[config.mk]
export PLATFORM = sky130hd
export DESIGN_NAME = hack_data_mem
export DESIGN_NICKNAME = d
export VERILOG_FILES = /design/src/rtl/hack_mem_pkg.sv /design/src/rtl/hack_sync_fifo.sv /design/src/rtl/hack_data_mem.sv
export SDC_FILE = /design/constraint.sdc
export NUM_CORES = 1
export LEC_CHECK = 0
export ABC_AREA = 1
export CAP_MARGIN = 30
export CORE_AREA = 2 2 231 233
export CTS_CLUSTER_DIAMETER = 40
export DETAILED_ROUTE_END_ITERATION = 8
export DIE_AREA = 0 0 233 235
export HOLD_SLACK_MARGIN = 0.05
export PLACE_DENSITY = 0.67
export SYNTH_ARGS = -nofsm -noshare
export SYNTH_HDL_FRONTEND = slang
export SYNTH_SLANG_ARGS = --single-unit
[constraint.sdc]
create_clock -name clk -period 6.6 [get_ports clk]
set_clock_uncertainty 0.1 [all_clocks]
set_input_delay 0.99 -clock clk [delete_from_list [all_inputs] [get_ports clk]]
set_output_delay 0.99 -clock clk [all_outputs]
set_load 0.02 [all_outputs]
[src/rtl/hack_mem_pkg.sv]
// Shared constants and types for the Hack data-memory responder.
package hack_mem_pkg;

  localparam int unsigned DATA_W = 16;

  localparam logic [DATA_W-1:0] KBD_ADDR_DEF = 16'h6000;
  localparam logic [DATA_W-1:0] OUT_ADDR_DEF = 16'h6001;

  typedef enum logic {
    KBD_EMPTY = 1'b0,
    KBD_FULL  = 1'b1
  } kbd_state_t;

endpackage

[src/rtl/hack_sync_fifo.sv]
// Single-clock FIFO; head word is held after the last pop so the sink sees a stable value.
module hack_sync_fifo #(
  parameter int unsigned WIDTH = 16,
  parameter int unsigned DEPTH = 4
) (
  input  logic                     clk,
  input  logic                     reset,
  input  logic                     push,
  input  logic                     pop,
  input  logic [WIDTH-1:0]         din,
  output logic                     full,
  output logic                     empty,
  output logic [$clog2(DEPTH):0]   count,
  output logic [WIDTH-1:0]         head
);

  localparam int unsigned PW = $clog2(DEPTH);
  localparam int unsigned CW = PW + 1;

  logic [WIDTH-1:0] mem_q [DEPTH];
  logic [PW-1:0]    wr_ptr_q, wr_ptr_d;
  logic [PW-1:0]    rd_ptr_q, rd_ptr_d;
  logic [CW-1:0]    count_q, count_d;
  logic [WIDTH-1:0] hold_q, hold_d;
  logic             do_push;
  logic             do_pop;

  always_comb begin
    full     = (count_q == CW'(DEPTH));
    empty    = (count_q == '0);
    count    = count_q;
    head     = empty ? hold_q : mem_q[rd_ptr_q];
    do_push  = push & ~full;
    do_pop   = pop & ~empty;
    wr_ptr_d = wr_ptr_q;
    rd_ptr_d = rd_ptr_q;
    count_d  = count_q;
    hold_d   = head;
    if (do_push) wr_ptr_d = wr_ptr_q + PW'(1);
    if (do_pop)  rd_ptr_d = rd_ptr_q + PW'(1);
    case ({do_push, do_pop})
      2'b10:   count_d = count_q + CW'(1);
      2'b01:   count_d = count_q - CW'(1);
      default: count_d = count_q;
    endcase
  end

  always_ff @(posedge clk) begin
    if (reset) begin
      wr_ptr_q <= '0;
      rd_ptr_q <= '0;
      count_q  <= '0;
      hold_q   <= '0;
    end else begin
      wr_ptr_q <= wr_ptr_d;
      rd_ptr_q <= rd_ptr_d;
      count_q  <= count_d;
      hold_q   <= hold_d;
    end
  end

  // Storage is not reset; entries are always written before they become visible.
  always_ff @(posedge clk) begin
    if (!reset && do_push) mem_q[wr_ptr_q] <= din;
  end

endmodule

[src/rtl/hack_data_mem.sv]
// Hack CPU data-memory responder: data RAM, keyboard latch and buffered output port.
module hack_data_mem
  import hack_mem_pkg::*;
#(
  parameter int unsigned       RAM_SIZE   = 32,
  parameter logic [DATA_W-1:0] KBD_ADDR   = KBD_ADDR_DEF,
  parameter logic [DATA_W-1:0] OUT_ADDR   = OUT_ADDR_DEF,
  parameter int unsigned       FIFO_DEPTH = 4
) (
  input  logic              clk,
  input  logic              reset,
  input  logic [DATA_W-1:0] addressM,
  input  logic [DATA_W-1:0] outM,
  input  logic              writeM,
  output logic [DATA_W-1:0] inM,
  output logic              stall,
  input  logic              key_valid,
  input  logic [DATA_W-1:0] key_data,
  output logic              key_ready,
  output logic              out_valid,
  output logic [DATA_W-1:0] out_data,
  input  logic              out_ready,
  output logic              bad_addr
);

  localparam int unsigned       AW        = $clog2(RAM_SIZE);
  localparam int unsigned       CW        = $clog2(FIFO_DEPTH) + 1;
  localparam logic [DATA_W-1:0] RAM_LIMIT = DATA_W'(RAM_SIZE);

  logic [DATA_W-1:0] ram_q [RAM_SIZE];
  kbd_state_t        kbd_state_q, kbd_state_d;
  logic [DATA_W-1:0] kbd_latch_q, kbd_latch_d;
  logic              bad_addr_q, bad_addr_d;

  logic              hit_ram, hit_kbd, hit_out, unmapped;
  logic [AW-1:0]     ram_idx;
  logic              ram_we, kbd_wr, fifo_push, fifo_pop;
  logic              fifo_full, fifo_empty;
  logic [CW-1:0]     fifo_count;

  // Address decode and combinational read mux.
  always_comb begin
    hit_ram   = (addressM < RAM_LIMIT);
    hit_kbd   = (addressM == KBD_ADDR);
    hit_out   = (addressM == OUT_ADDR);
    unmapped  = ~(hit_ram | hit_kbd | hit_out);
    ram_idx   = addressM[AW-1:0];
    stall     = writeM & hit_out & fifo_full;
    ram_we    = writeM & hit_ram & ~reset;
    kbd_wr    = writeM & hit_kbd;
    fifo_push = writeM & hit_out & ~fifo_full;
    fifo_pop  = out_valid & out_ready;
    inM       = '0;
    if (hit_ram)      inM = ram_q[ram_idx];
    else if (hit_kbd) inM = kbd_latch_q;
    else if (hit_out) inM = DATA_W'(fifo_count);
  end

  // Keyboard latch: a key load while empty wins over a coincident consume.
  always_comb begin
    kbd_state_d = kbd_state_q;
    kbd_latch_d = kbd_latch_q;
    bad_addr_d  = bad_addr_q | unmapped;
    case (kbd_state_q)
      KBD_EMPTY: begin
        if (key_valid) begin
          kbd_state_d = KBD_FULL;
          kbd_latch_d = key_data;
        end
      end
      KBD_FULL: begin
        if (kbd_wr) begin
          kbd_state_d = KBD_EMPTY;
          kbd_latch_d = '0;
        end
      end
      default: begin
        kbd_state_d = KBD_EMPTY;
        kbd_latch_d = '0;
      end
    endcase
  end

  always_ff @(posedge clk) begin
    if (reset) begin
      kbd_state_q <= KBD_EMPTY;
      kbd_latch_q <= '0;
      bad_addr_q  <= 1'b0;
    end else begin
      kbd_state_q <= kbd_state_d;
      kbd_latch_q <= kbd_latch_d;
      bad_addr_q  <= bad_addr_d;
    end
  end

  // RAM contents survive reset; only the write is suppressed.
  always_ff @(posedge clk) begin
    if (ram_we) ram_q[ram_idx] <= outM;
  end

  assign key_ready = (kbd_state_q == KBD_EMPTY);
  assign bad_addr  = bad_addr_q;
  assign out_valid = ~fifo_empty;

  hack_sync_fifo #(
    .WIDTH (DATA_W),
    .DEPTH (FIFO_DEPTH)
  ) u_out_fifo (
    .clk   (clk),
    .reset (reset),
    .push  (fifo_push),
    .pop   (fifo_pop),
    .din   (outM),
    .full  (fifo_full),
    .empty (fifo_empty),
    .count (fifo_count),
    .head  (out_data)
  );

endmodule

==> results.yml <==
run_status:
  status: "complete, no violations"
timing:
  least_margin_pin_slew_ns: 1.03
  slew-limit-headroom_pct: 31.6
  setup_tns_ns: 0
  max_freq_mhz: 192
  final_max_slew_viol_count: 0
  timing.final.setup_violations: 0
  finalHoldViolCount: 0
  timing.final.crit_period_ns: 5.21
  rsz_0062_raised_after_global_routing: "false"
  finalCritPeriodShare_pct: 78.9
layout:
  instances_no_fill: 3365
  number_of_nets_in_the_layout: 2666
  post_route_cells_drive_above_1_share_pct: 9.00
  layout.area.seq_um2: 18200
  antenna_cells_inserted: 0
  n_fill_cell: 4240
  layout_commonest_cell: "sky130_fd_sc_hd__nand2_1"
  multi_input_comb_area_um2: 6790
  area_delta_synth_final_pct: 18.0
  mostFrequentLayoutCells: "sky130_fd_sc_hd__nand2_1, sky130_fd_sc_hd__edfxtp_1, sky130_fd_sc_hd__nor2_1"
  post-route-util_pct: 58.3
  fin_area_um2: 30400
logic_synthesis:
  number_of_unique_standard_cell_types_used_by_synthesis: 29
  area_of_the_mapped_netlist_um2: 25800
  postSynthCellCount: 2480
  asyncSetResetFlopFracSynth_pct: 0
  synth_top_flop_cell: "sky130_fd_sc_hd__edfxtp_1"
  post_syn_nets: 2539
  synth_edf_count: 576
  synth.yosys.seq_area_share_pct: 70.4
  syn_area_per_cell_um2: 10.4
  number_of_flip_flops_and_latches_in_the_synthesized_netlist: 619
  yosys_warn_count: 0
place:
  gp_congestion: 0.970
  dpl_cell_area_um2: 27600
  placement.io_buffers: 88
  dp_hpwl_mm: 39.5
  placed_cells_incl_taps: 3208
pwr:
  leakage_nw: 12.1
  power_density_nw_per_um2: 305
  p_total_mw: 9.27
  maximum_vdd_drop_uv: 293
die:
  floorplan.rows: 84
  die_h_um: 235
  initial_core_util_pct: 49.4
  io_pins: 89
  fp.dieArea_um2: 54800
  die_width_um: 233
  floorplan.core_area_um2: 52200
global_routing:
  via_count_of_the_first_global_routing_pass: 17000
  gr-usage-all-layers_pct: 24.7
  grt_pass1_wl_mm: 102
  initial_antenna_violation_count: 2
  globalRoute.totalOverflow: 0
  pin_count_of_the_biggest_net_entering_global_routing: 90
detailed_routing:
  drt-total-wl_mm: 67.1
  pre_antenna_drt_iters: 6
  drt.antenna.violating_nets: 0
  wire_length_per_cell_um: 19.9
  routed_via_density: 5.31
  drcViolationCount: 0
  drt_iter0_markers: 1913
  via_count: 17900
setup_path:
  critical_path.endpoint_type: "output pin"
  setup.worst_path.start_class: "input pin"
  cp.arrival_ns: 4.12
  critPathMaxFanout: 14
  setup.worst_path.class: "in -> out"
  cp.required_ns: 5.51
clock_network:
  clkSinkCount: 619
  cts-htree-levels: 3
  cts_post_setup_buffers_inserted: 0
  cts.reportedPaths.clkPinSlew_ns: 0.05
  post_cts.resized_instances: 0
  ctsLongestPathBuffers: 3
  ctsRootBufferMaster: "sky130_fd_sc_hd__clkbuf_16"
  ctsHoldBuffers: 0
  cts_tree: "done"
  clock_insertion_delay_worst_skew_ns: 0.63
  cts-buffers-inserted: 85
min_path:
  worst_hold_path_type: "reg -> reg"
run:
  max_cap_viol_count: 0
==> registers in the layout, summed over array words and instances (netlist names), named ones only <==
signal / flops
kbd_latch_q: 16
u_out_fifo.mem_q: 64
ram_q: 512
u_out_fifo.count: 3
u_out_fifo.hold_q: 16
u_out_fifo.wr_ptr_q: 2
bad_addr: 1
kbd_state_q: 1
u_out_fifo.rd_ptr_q: 2
==> through the flow <==
stage | setup slack, ns | hold slack, ns
floorplan | 3.27 | 0.336
global placement | 1.48 | 0.338
detailed placement | 1.48 | 0.357
CTS | 1.48 | 0.365
global route | 1.28 | 0.389
finish | 1.39 | 0.364
==> worst max-delay path: stages <==
cell	delay, ns
sky130_fd_sc_hd__clkdlybuf4s50_1	0.68
sky130_fd_sc_hd__nor3_2	0.89
sky130_fd_sc_hd__inv_1	0.35
sky130_fd_sc_hd__nor2_1	0.20
sky130_fd_sc_hd__nor2_1	0.06
sky130_fd_sc_hd__nand3_1	0.19
sky130_fd_sc_hd__nand2_1	0.08
sky130_fd_sc_hd__inv_1	0.06
sky130_fd_sc_hd__clkdlybuf4s50_1	0.61
==> cell families after synthesis <==
family / Yosys count / synth area share, %
muxes: 16 / 0.621
DFF: 619 / 70.4
and+or+nand+nor: 1538 / 23.2
adders and majority gates: 6 / 0.320
AOI/OAI and AO/OA: 100 / 2.03
buffers and inverters: 201 / 3.41
==> worst paths after layout <==
check	start	end	slack, ns	cells past startpoint
max reg2reg	u_out_fifo.count[1]$_SDFFE_PP0P_	u_out_fifo.count[2]$_SDFFE_PP0P_	4.22	12
max	addressM[4]	inM[1]	1.39	9
min reg2reg	bad_addr$_SDFF_PP0_	bad_addr$_SDFF_PP0_	0.36	2
min	bad_addr$_SDFF_PP0_	bad_addr$_SDFF_PP0_	0.36	2
==> report_power, final <==
group / leakage (nW) / switching, mW / internal (mW)
sequential: 5.52 / 0.00403 / 4.29
combinational: 5.25 / 0.309 / 0.109
clock: 1.37 / 1.82 / 2.74
total: 12.1 / 2.13 / 7.13
==> final cells by class <==
class | count | area share [%]
clock inverters | 63 | 2.21
well taps | 688 | 2.83
multi-input cells | 1660 | 22.3
clock buffers | 94 | 7.20
inverters | 91 | 1.16
repair buffers | 150 | 4.64
flip-flops and latches | 619 | 59.7
==> synth_stat cells (16+ instances only) <==
| cell | number | share of area, % |
|---|---|---|
| sky130_fd_sc_hd__edfxtp_1 | 576 | 67 |
| sky130_fd_sc_hd__inv_1 | 84 | 1.2 |
| sky130_fd_sc_hd__nand2_1 | 1336 | 19 |
| sky130_fd_sc_hd__a21oi_1 | 47 | 0.91 |
| sky130_fd_sc_hd__o21ai_0 | 26 | 0.50 |
| sky130_fd_sc_hd__nand3_1 | 74 | 1.4 |
| sky130_fd_sc_hd__clkbuf_1 | 41 | 0.60 |
| sky130_fd_sc_hd__o22ai_1 | 16 | 0.39 |
| sky130_fd_sc_hd__buf_2 | 53 | 1.0 |
| sky130_fd_sc_hd__dfxtp_1 | 43 | 3.3 |
| sky130_fd_sc_hd__nor2_1 | 105 | 1.5 |
| sky130_fd_sc_hd__mux2i_1 | 16 | 0.62 |
==> routing by layer <==
metal	vias to the layer above	GRT usage [%]	part of all wire, %
met1	8480	33.7	41
li1	8430	-	-
met2	820	39.3	47
met5	-	0	0.034
met3	132	5.45	8.8
met4	4	8.26	3.2
No activity file was read; power rests on OpenSTA's default activity.
